===== config.mk =====
export PLATFORM = sky130hd
export DESIGN_NAME = arbitro_acesso_flat
export DESIGN_NICKNAME = d
export VERILOG_FILES = /design/src/rtl/arbitro_acesso_if.sv /design/src/rtl/arbitro_acesso.sv /design/src/flat_wrapper.sv
export SDC_FILE = /design/constraint.sdc
export NUM_CORES = 1
export LEC_CHECK = 0
export BUFFER_PORTS_ARGS = -buffer_cell sky130_fd_sc_hd__buf_2
export CORE_UTILIZATION = 40
export CTS_CLUSTER_DIAMETER = 50
export DETAILED_ROUTE_END_ITERATION = 8
export PLACE_DENSITY = 0.71
export SETUP_SLACK_MARGIN = 0.3
export SLEW_MARGIN = 5
export SYNTH_ARGS = -nofsm -noshare
export SYNTH_HDL_FRONTEND = slang
export SYNTH_SLANG_ARGS = --single-unit

===== constraint.sdc =====
create_clock -name clk -period 3.8 [get_ports clk]
set_input_delay 0.19 -clock clk [delete_from_list [all_inputs] [get_ports clk]]
set_output_delay 0.19 -clock clk [all_outputs]
set_load 0.03 [all_outputs]

===== src/rtl/arbitro_acesso_if.sv =====
// rtl/arbitro_acesso_if.sv - request/grant bundle between the two institutions and the arbiter
interface arbitro_acesso_if;
   logic       REQ_IE01;
   logic       REQ_IE02;
   logic [1:0] PERF_IE01;
   logic [1:0] PERF_IE02;
   logic       DONE_IE01;
   logic       DONE_IE02;
   logic       GNT_IE01;
   logic       GNT_IE02;
   logic       BUSY;
   logic       TIMEOUT_FLAG;
   logic       LED_r;
   logic       LED_g;
   logic       LED_b;

   modport master (
      output REQ_IE01, REQ_IE02, PERF_IE01, PERF_IE02, DONE_IE01, DONE_IE02,
      input  GNT_IE01, GNT_IE02, BUSY, TIMEOUT_FLAG, LED_r, LED_g, LED_b
   );

   modport slave (
      input  REQ_IE01, REQ_IE02, PERF_IE01, PERF_IE02, DONE_IE01, DONE_IE02,
      output GNT_IE01, GNT_IE02, BUSY, TIMEOUT_FLAG, LED_r, LED_g, LED_b
   );
endinterface


===== src/rtl/arbitro_acesso.sv =====
// rtl/arbitro_acesso.sv - two-requester profile-priority access arbiter with hold limit
module arbitro_acesso #(
   parameter int TIMEOUT = 15,
   parameter int CNT_W   = 4
) (
   input  logic              clk,
   input  logic              reset,
   arbitro_acesso_if.slave   bus
);
   typedef enum logic [1:0] {IDLE, GRANT1, GRANT2, RELEASE} state_t;

   localparam logic [CNT_W-1:0] HOLD_MAX = CNT_W'(TIMEOUT - 1);

   state_t           state;
   logic [CNT_W-1:0] hold_cnt;
   logic             last_served;   // 0 = IE01, 1 = IE02
   logic             gnt1_q, gnt2_q, busy_q, flag_q;
   logic [2:0]       led_q;         // {r, g, b}

   logic             arb_go, arb_pick2, arb_cmp;
   logic [2:0]       arb_led;
   logic             hold_done;
   logic             quit1, quit2, expire1, expire2;

   always_comb begin
      arb_go    = 1'b0;
      arb_pick2 = 1'b0;
      arb_cmp   = 1'b0;
      arb_led   = 3'b000;
      if (bus.REQ_IE01 && bus.REQ_IE02) begin
         arb_go  = 1'b1;
         arb_cmp = 1'b1;
         if (bus.PERF_IE01 > bus.PERF_IE02) begin
            arb_pick2 = 1'b0;
            arb_led   = 3'b001;
         end else if (bus.PERF_IE01 < bus.PERF_IE02) begin
            arb_pick2 = 1'b1;
            arb_led   = 3'b100;
         end else begin
            // Tie goes to whoever was not served last.
            arb_pick2 = ~last_served;
            arb_led   = 3'b010;
         end
      end else if (bus.REQ_IE01) begin
         arb_go    = 1'b1;
         arb_pick2 = 1'b0;
      end else if (bus.REQ_IE02) begin
         arb_go    = 1'b1;
         arb_pick2 = 1'b1;
      end
   end

   assign hold_done = (hold_cnt == HOLD_MAX);
   assign quit1     = bus.DONE_IE01 | ~bus.REQ_IE01 | hold_done;
   assign quit2     = bus.DONE_IE02 | ~bus.REQ_IE02 | hold_done;
   assign expire1   = hold_done & ~bus.DONE_IE01 & bus.REQ_IE01;
   assign expire2   = hold_done & ~bus.DONE_IE02 & bus.REQ_IE02;

   always_ff @(posedge clk or posedge reset) begin
      if (reset) begin
         state       <= IDLE;
         hold_cnt    <= '0;
         last_served <= 1'b1;
         gnt1_q      <= 1'b0;
         gnt2_q      <= 1'b0;
         busy_q      <= 1'b0;
         flag_q      <= 1'b0;
         led_q       <= 3'b000;
      end else begin
         flag_q <= 1'b0;
         case (state)
            IDLE, RELEASE: begin
               if (arb_go) begin
                  state       <= arb_pick2 ? GRANT2 : GRANT1;
                  gnt1_q      <= ~arb_pick2;
                  gnt2_q      <= arb_pick2;
                  busy_q      <= 1'b1;
                  hold_cnt    <= '0;
                  last_served <= arb_pick2;
                  if (arb_cmp) led_q <= arb_led;
               end else begin
                  state  <= IDLE;
                  gnt1_q <= 1'b0;
                  gnt2_q <= 1'b0;
                  busy_q <= 1'b0;
               end
            end
            GRANT1: begin
               if (quit1) begin
                  state  <= RELEASE;
                  gnt1_q <= 1'b0;
                  busy_q <= 1'b0;
                  flag_q <= expire1;
               end else begin
                  hold_cnt <= hold_cnt + 1'b1;
               end
            end
            GRANT2: begin
               if (quit2) begin
                  state  <= RELEASE;
                  gnt2_q <= 1'b0;
                  busy_q <= 1'b0;
                  flag_q <= expire2;
               end else begin
                  hold_cnt <= hold_cnt + 1'b1;
               end
            end
            default: state <= IDLE;
         endcase
      end
   end

   assign bus.GNT_IE01     = gnt1_q;
   assign bus.GNT_IE02     = gnt2_q;
   assign bus.BUSY         = busy_q;
   assign bus.TIMEOUT_FLAG = flag_q;
   assign bus.LED_r        = led_q[2];
   assign bus.LED_g        = led_q[1];
   assign bus.LED_b        = led_q[0];
endmodule


===== src/flat_wrapper.sv =====
// flat-port wrapper written by rule: the top's interface ports become plain ports
module arbitro_acesso_flat 
#(
   parameter int TIMEOUT = 15,
   parameter int CNT_W   = 4
)
  (clk, reset, bus_REQ_IE01, bus_REQ_IE02, bus_PERF_IE01, bus_PERF_IE02, bus_DONE_IE01, bus_DONE_IE02, bus_GNT_IE01, bus_GNT_IE02, bus_BUSY, bus_TIMEOUT_FLAG, bus_LED_r, bus_LED_g, bus_LED_b);
  arbitro_acesso_if bus_i ();
  input  logic clk;
  input  logic reset;
  input wire logic [$bits(bus_i.REQ_IE01)-1:0] bus_REQ_IE01;
  input wire logic [$bits(bus_i.REQ_IE02)-1:0] bus_REQ_IE02;
  input wire logic [$bits(bus_i.PERF_IE01)-1:0] bus_PERF_IE01;
  input wire logic [$bits(bus_i.PERF_IE02)-1:0] bus_PERF_IE02;
  input wire logic [$bits(bus_i.DONE_IE01)-1:0] bus_DONE_IE01;
  input wire logic [$bits(bus_i.DONE_IE02)-1:0] bus_DONE_IE02;
  output wire logic [$bits(bus_i.GNT_IE01)-1:0] bus_GNT_IE01;
  output wire logic [$bits(bus_i.GNT_IE02)-1:0] bus_GNT_IE02;
  output wire logic [$bits(bus_i.BUSY)-1:0] bus_BUSY;
  output wire logic [$bits(bus_i.TIMEOUT_FLAG)-1:0] bus_TIMEOUT_FLAG;
  output wire logic [$bits(bus_i.LED_r)-1:0] bus_LED_r;
  output wire logic [$bits(bus_i.LED_g)-1:0] bus_LED_g;
  output wire logic [$bits(bus_i.LED_b)-1:0] bus_LED_b;
  assign bus_i.REQ_IE01 = bus_REQ_IE01;
  assign bus_i.REQ_IE02 = bus_REQ_IE02;
  assign bus_i.PERF_IE01 = bus_PERF_IE01;
  assign bus_i.PERF_IE02 = bus_PERF_IE02;
  assign bus_i.DONE_IE01 = bus_DONE_IE01;
  assign bus_i.DONE_IE02 = bus_DONE_IE02;
  assign bus_GNT_IE01 = bus_i.GNT_IE01;
  assign bus_GNT_IE02 = bus_i.GNT_IE02;
  assign bus_BUSY = bus_i.BUSY;
  assign bus_TIMEOUT_FLAG = bus_i.TIMEOUT_FLAG;
  assign bus_LED_r = bus_i.LED_r;
  assign bus_LED_g = bus_i.LED_g;
  assign bus_LED_b = bus_i.LED_b;
  arbitro_acesso #(.TIMEOUT(TIMEOUT), .CNT_W(CNT_W)) u_core (.clk(clk), .reset(reset), .bus(bus_i));
endmodule

==> impl_results.md <==
* Status: finished, final reports clean
* Setup slack at placement at 1860 ps
* Reg2reg setup slack at 1870 ps
* WP data arrival at 2090 ps
* Htree depth at 1
* Power per cell area at 776 nW/µm²
* Max Cap Violations at 0
* Worst setup path class: reg -> reg
* Commonest non-fill, non-tap cell in the layout: buf_2
* Vias in the first global route at 593
* Hold Path Class: in -> reg
* Seq cells post-synth at 14
* Final cell count without fillers at 127
* CTS tree: done
* Synth cell types at 30
* Core region area at 1800 µm²
* Port bufs at 16
* Worst vdd ir at 346 µV
* Worst-Skew Late Latency at 270 ps
* Fin. Hold Viols at 0
* Wire per inst at 12.9 µm
* GRT Overall Usage at 0.171
* Worst reg-to-reg path cell count at 6
* Die area at 2170 µm²
* Period minus WS final at 1930 ps
* Final WS setup at 1870 ps
* CTS-repair resized insts at 0
* Synth Warn # at 0
* Crit Reg-Reg Endpoint: u_core.hold_cnt[3]
* Worst endpoint required time at 3960 ps
* Clock Path Buffers at 2
* Critical hold path startpoint: bus_REQ_IE02
* RSZ-0062 raised after global routing: false
* Dpl cells at 122
* Final ANT Viol Nets at 0
* Post-Syn Instances at 83
* Initial antenna violation count at 0
* Clk sink count at 14
* Via/cell ratio at 5.43
* Final Max Slew Viols at 0
* Syn_nets at 99
* Initial DRT Pass Iterations at 4
* Final nets at 119
* Fraction of layout instances using a drive strength above 1 at 0.235
* Worst r2r src: u_core.state[0]
* CTS Buf Count at 3
* Final Cycle Share at 0.509
* Max-slew headroom at 0.531
* Buffer count from post-CTS setup fixing at 0
* Mapped cell area at 797 µm²
* HPWL after DPL at 1270 µm
* FP Rows at 15
* Crit end category: flop
* DRT iter0 DRCs at 10
* Final wirelength at 1630 µm
* Fmax achieved at 517 MHz
* Final setup TNS at 0 ps
* Skew final at 1.66 ps
* Chip width at 46.6 µm
* First-pass GRT wire length at 2500 µm
* Starting Density at 0.442
* Post-synth top flop: dfrtp_1
* Mapped Avg Cell Area at 9.60 µm²
* Grt ovf at 0
* Hold_buf cts at 1
* DP Area at 900 µm²
* Sequential area share after synthesis at 0.441
* Root Buffer: clkbuf_4
* Pin count of the biggest net entering global routing at 15
* Pleak at 0.488 nW
* Final Setup Violations at 0
* Asr flop ratio synth at 1.00
* Most frequent cells in the layout: 16 x buf_2, 13 x dfrtp_1, 10 x nand2_1, 8 x inv_1, 6 x ha_1
* Worst-Margin Slew at 695 ps
* Filler Cells Inserted at 174
* Vias at 690
* EDFF count, synth at 0
* Placer Congestion at 0.770
* Clock Pin Slew Worst Setup and Hold Paths at 80 ps
* Io pins at 17
* Ant diodes at 0
* Critical-path maximum fanout at 5
* Worst Hold Path EP: u_core.last_served
* Hold slack at 265 ps
* Area Overhead vs Synth at 17.4%
* Post-route DRC at 0
* Final Cell Area at 936 µm²
* Die Y at 46.6 µm
* Worst Hold Path Cells at 3
* CP Launch Type: flop
power breakdown:
part / switching, W / total [W] / leakage [nW] / internal, W
clock: 0.0000456 / 0.0000863 / 0.0150 / 0.0000406
combinational: 0.000233 / 0.000377 / 0.298 / 0.000144
sequential: 0.0000454 / 0.000263 / 0.175 / 0.000217
total: 0.000324 / 0.000727 / 0.488 / 0.000403
cells in the mapped netlist, types with 2 or more instances:
master,instances,area (µm²)
nand3b_1,2,15.0
a21oi_1,2,10.0
o22ai_1,2,12.5
nand2_1,10,37.5
dfrtp_1,13,325
and3_1,2,12.5
ha_1,6,75.1
o21ai_0,3,15.0
nor2b_1,3,18.8
o31ai_1,5,37.5
nand2b_1,2,12.5
a221o_1,2,20.0
nor3_1,2,10.0
nor2_1,4,15.0
a21o_2,2,17.5
nand3_1,2,10.0
inv_1,8,30.0
worst max-delay path, cell delays in order (launching register included):
cell	delay, ps
dfrtp_1	380
inv_1	60
ha_1	250
o2111a_1	240
a221o_1	320
a21o_1	220
a221o_1	350
area by class of cell:
type	count	area (µm²)	area share
clock buffers	4	26.3	0.0281
inverters	8	30.0	0.0321
multi-input cells	59	407	0.434
flip-flops and latches	14	352	0.376
well taps	25	31.3	0.0334
repair buffers	17	90.1	0.0963
metal layers:
metal / vias to the layer above / global-route usage / routed length [µm]
li1: 343 / - / -
met4: 0 / 0.0857 / 26
met2: 26 / 0.286 / 779
met1: 317 / 0.205 / 757
met3: 4 / 0.0353 / 69
met5: - / 0 / 0
flip-flops by register name (all words and copies together) (netlist names):
signal,flops
u_core.bus.TIMEOUT_FLAG,1
u_core.hold_cnt,4
u_core.bus.BUSY,1
u_core.last_served,1
u_core.state,2
u_core.led_q,3
u_core.bus.GNT_IE01,1
u_core.bus.GNT_IE02,1
cell families after synthesis:
| kind of cell | after synthesis | share of synthesized area |
|---|---|---|
| DFF | 14 | 0.441 |
| AOI/OAI and AO/OA | 22 | 0.209 |
| and+or+nand+nor | 30 | 0.193 |
| adders and majority gates | 6 | 0.0942 |
| buffers and inverters | 10 | 0.0487 |
| muxes | 1 | 0.0141 |
worst max-delay path by stage:
stage                          from                  to  slack [ps]  cells past startpoint
floorplan           u_core.state[0]  u_core.hold_cnt[3]        1990                      5
global placement    u_core.state[0]  u_core.hold_cnt[3]        1940                      5
detailed placement  u_core.state[0]  u_core.hold_cnt[3]        1860                      6
CTS                 u_core.state[0]  u_core.hold_cnt[3]        1850                      6
global route        u_core.state[0]  u_core.hold_cnt[3]        1800                      6
finish              u_core.state[0]  u_core.hold_cnt[3]        1870                      6
per-stage QoR:
step	utilization	power [W]
after CTS	0.519	0.000732
after floorplan	-	0.000549
after detailed placement	0.499	0.000643
final	0.519	0.000727
after global routing	0.519	0.000789
after global placement	0.499	0.000629
No activity file was read; power rests on OpenSTA's default activity.
